<file path="src/rtl/slow_access_timer.sv">
// Slow-access timer: forces the accelerator to stock speed while a
// slowdown-enabled device is accessed, then holds it slow for a programmable
// number of timebase ticks after the bus cycle ends.
module slow_access_timer (
    input  logic       CLK,
    input  logic       nPOR,
    input  logic       BACT,
    input  logic       IACKCS,
    input  logic       VIACS,
    input  logic       IWMCS,
    input  logic       SCCCS,
    input  logic       SCSICS,
    input  logic       SndCS,
    input  logic       SlowIACK,
    input  logic       SlowVIA,
    input  logic       SlowIWM,
    input  logic       SlowSCC,
    input  logic       SlowSCSI,
    input  logic       SlowSnd,
    input  logic       SlowClockGate,
    input  logic [3:0] SlowTimeout,
    input  logic       TimeoutTick,
    output logic       Slow,
    output logic       ClockGate,
    output logic [3:0] SlowCnt
);

    typedef enum logic [1:0] {
        StIdle   = 2'd0,
        StAccess = 2'd1,
        StHold   = 2'd2
    } state_e;

    state_e     state_q, state_d;
    logic [3:0] cnt_q, cnt_d;
    logic       bactr_q;
    logic       armed_q;
    logic       slow_q;
    logic       gate_q;
    logic       sel_slow;
    logic       hit;

    assign sel_slow = (IACKCS & SlowIACK) | (VIACS & SlowVIA) | (IWMCS & SlowIWM) |
                      (SCCCS & SlowSCC) | (SCSICS & SlowSCSI) | (SndCS & SlowSnd);

    // armed_q stays low after reset until BACT has been seen low, so a bus
    // cycle already in flight at reset release is not taken as a new edge.
    assign hit = BACT & ~bactr_q & armed_q & sel_slow;

    // Bus-cycle edge tracking.
    always_ff @(posedge CLK or negedge nPOR) begin
        if (!nPOR) begin
            bactr_q <= 1'b0;
            armed_q <= 1'b0;
        end else begin
            bactr_q <= BACT;
            if (!BACT) begin
                armed_q <= 1'b1;
            end
        end
    end

    // Next-state and hold-off counter logic.
    always_comb begin
        state_d = state_q;
        cnt_d   = cnt_q;
        unique case (state_q)
            StIdle: begin
                cnt_d = 4'd0;
                if (hit) begin
                    state_d = StAccess;
                end
            end
            StAccess: begin
                // Reload on bus-cycle end; a tick in this cycle is ignored.
                if (!BACT) begin
                    cnt_d   = SlowTimeout;
                    state_d = (SlowTimeout != 4'd0) ? StHold : StIdle;
                end
            end
            StHold: begin
                // A retrigger wins over a coincident tick.
                if (hit) begin
                    state_d = StAccess;
                end else if (TimeoutTick) begin
                    if (cnt_q <= 4'd1) begin
                        cnt_d   = 4'd0;
                        state_d = StIdle;
                    end else begin
                        cnt_d = cnt_q - 4'd1;
                    end
                end
            end
            default: begin
                state_d = StIdle;
                cnt_d   = 4'd0;
            end
        endcase
    end

    // State, counter and registered outputs.
    always_ff @(posedge CLK or negedge nPOR) begin
        if (!nPOR) begin
            state_q <= StIdle;
            cnt_q   <= 4'd0;
            slow_q  <= 1'b0;
            gate_q  <= 1'b0;
        end else begin
            state_q <= state_d;
            cnt_q   <= cnt_d;
            slow_q  <= (state_d != StIdle);
            gate_q  <= (state_d != StIdle) & SlowClockGate;
        end
    end

    assign Slow      = slow_q;
    assign ClockGate = gate_q;
    assign SlowCnt   = cnt_q;

endmodule
</file>
<file path="config.mk">
export PLATFORM = sky130hd
export DESIGN_NAME = slow_access_timer
export DESIGN_NICKNAME = d
export VERILOG_FILES = /design/src/rtl/slow_access_timer.sv
export SDC_FILE = /design/constraint.sdc
export NUM_CORES = 1
export LEC_CHECK = 0
export BUFFER_PORTS_ARGS = -buffer_cell sky130_fd_sc_hd__buf_2
export CAP_MARGIN = 25
export CELL_PAD_IN_SITES_DETAIL_PLACEMENT = 1
export CELL_PAD_IN_SITES_GLOBAL_PLACEMENT = 1
export CORE_MARGIN = 1.5
export CORE_UTILIZATION = 25
export CTS_CLUSTER_SIZE = 8
export DETAILED_ROUTE_END_ITERATION = 7
export PLACE_DENSITY = 0.57
export SKIP_CTS_REPAIR_TIMING = 1
export SYNTH_ARGS = -nofsm -noshare
export SYNTH_HDL_FRONTEND = slang
export SYNTH_SLANG_ARGS = --single-unit
export TNS_END_PERCENT = 100
</file>
<file path="constraint.sdc">
create_clock -name CLK -period 3.75 [get_ports CLK]
set_clock_uncertainty 0.1 [all_clocks]
set_input_delay 0.75 -clock CLK [delete_from_list [all_inputs] [get_ports CLK]]
set_output_delay 0.75 -clock CLK [all_outputs]
set_load 0.1 [all_outputs]
</file>
==> results.md <==
* DPL Wire Length at 1.55 mm
* Power per Cell Area at 793 nW/um^2
* Period minus WS final at 2010 ps
* Num CTS Buffers at 3
* Final setup fails at 0
* Bufs on Longest Clock Path at 2
* Largest net degree at the start of global routing at 11
* Grt total ovfl at 0
* IO Pins at 27
* Async set or reset register ratio after synthesis at 100%
* Worst setup SP type: flip-flop
* CORE AREA at 2710 sq um
* Clock transition at path regs at 70 ps
* Slew Limit Fails at 0
* Critical path data required time at 2900 ps
* Die Area at 3140 sq um
* Register area share after synthesis at 35.6%
* Final ANT Viol Nets at 0
* Max cap viols at 0
* Via count at 659
* Placed cell areas at 857 sq um
* Worst Slack Setup Final at 1740 ps
* CP top delay family: buffers and inverters
* Final Util at 33.0%
* Antenna violations before repair at 0
* Syn. warnings at 0
* DRT Pass-1 Iters at 4
* Die W at 56.0 um
* #FFs+latches synth at 10
* Largest cells by area after synthesis: dfrtp_1, ha_1, mux2_2, a21boi_0, inv_1
* DR WL/cell at 13.8 um
* Largest area contributor in the netlist: dfrtp_1
* Layout cells sized above 1 at 34.3%
* Clock Tree Root: clkbuf_4
* Worst path bufs/invs at 1
* Dpl ws at 1500 ps
* Final Hold Viols at 0
* Syn nets at 101
* Worst-path maximum fanout at 6
* Area Overhead vs Synth at 27.0%
* Worst hold path class: input pin to asynchronous set/reset pin
* Starting DRT DRC Count at 9
* Cell Count, Final, Fillers Out at 133
* WL final at 1.84 mm
* R2R Setup Slk at 1810 ps
* Syn Inst Count at 74
* Worst-Margin Slew at 488 ps
* Post-synth EDFFs at 0
* Fmax at 498 MHz
* Fill count at 339
* # rows at 19
* Final cycle utilization of the critical path at 53.5%
* TritonCTS clock tree: done
* Die Y at 56.0 um
* Maximum VDD drop at 0.405 mV
* Nets at 130
* Final Power at 0.708 mW
* Routability cong. at 0.712
* Post-route cell area at 893 sq um
* Initial Util at 25.9%
* Status: finished, final reports clean
* Hold_ws at 238 ps
* PortBufs at 26
* Synth top cells by count: dfrtp_1, inv_1, ha_1, nor2_1
* Cell area after synthesis at 703 sq um
* Top FF cell, synth: dfrtp_1
* Worst rel slew slack at 67.7%
* Synthesized area per cell at 9.50 sq um
* Total track usage at 11.9%
* CP max-delay cell: buf_2
* Distinct cells, synth at 32
* Crit end category: primary output
* Cell total after placement at 129
* Via density per instance at 4.95
* Final TNS setup at 0 ps
* First-pass GRT wire length at 2.97 mm
* Worst path arrival time at 1160 ps
* Skew-Pair Late Insertion Delay at 260 ps
* Lkg Pwr at 0.420 nW
* Worst path max stage delay at 460 ps
* # clock sinks at 10
* Diodes inserted at 0
* Top-count cell post-synth: dfrtp_1
* Area share of the largest cell type after synthesis at 35.6%
* # DRC at 0
* RSZ-0062 raised after global routing: false
* Critical-path cell list: buf_2
* CTS H-tree lvls at 1
* Setup CP Type: flip-flop to primary output
* Vias in the first global route at 656
-- registers in the layout, indices dropped and copies added (netlist names) --
name       flops
SlowCnt        4
state_q        2
ClockGate      1
Slow           1
armed_q        1
bactr_q        1
-- per-layer routing --
layer  track usage [%]  up-vias  wire length [um]
met2              19.8       20               844
met5                 0        -                 0
met4              4.08        0                17
li1                  -      327                 -
met1              15.7      310               886
met3              1.63        2                92
-- path summary, 6_finish.rpt --
| path | from | cells past startpoint | endpoint |
|---|---|---|---|
| max | SlowCnt[0]$_DFFE_PN0P_ | 1 | SlowCnt[0] |
| min | nPOR | 1 | state_q[0]$_DFF_PN0_ |
| max reg2reg | state_q[0]$_DFF_PN0_ | 5 | SlowCnt[1]$_DFFE_PN0P_ |
| min reg2reg | armed_q$_DFFE_PN0N_ | 1 | armed_q$_DFFE_PN0N_ |
| max in group asynchronous | nPOR | 1 | bactr_q$_DFF_PN0_ |
| min in group CLK | armed_q$_DFFE_PN0N_ | 1 | armed_q$_DFFE_PN0N_ |
-- cell type report --
type                       instances  area [sq um]  area share [%]
timing repair buffer              26           130            14.6
sequential                        10           250            28.0
multi-input combinational         55           412            46.1
clock buffer                       4          36.3            4.06
tap                               31          38.8            4.34
inverter                           7          26.3            2.94
-- logic make-up after synthesis --
group / count (synthesis) / share of synthesized area, %
buffers and inverters: 9 / 5.87
AOI/OAI and AO/OA: 24 / 26.7
and+or+nand+nor: 22 / 16.4
muxes: 3 / 4.80
adders and majority gates: 6 / 10.7
DFF: 10 / 35.6
-- report_power, final --
part / total [mW] / internal (mW) / switching (mW)
logic: 0.439 / 0.126 / 0.313
clock network: 0.0943 / 0.0589 / 0.0354
registers: 0.175 / 0.141 / 0.0340
-- cell usage in the layout, fill, tap and decap left out, types with 2 or more instances in the layout --
cell type,synthesis,layout
ha_1,6,6
a21oi_1,3,3
inv_1,7,7
clkbuf_4,0,3
o21a_1,2,2
nand2_1,4,4
a21boi_0,4,4
buf_2,0,26
nor2_1,6,6
a22oi_1,3,3
nand3b_1,2,2
nand4_1,2,2
mux2_2,3,3
nand2b_1,2,2
dfrtp_1,10,10
o211ai_1,2,2
Power figures use the tool's default switching activity.
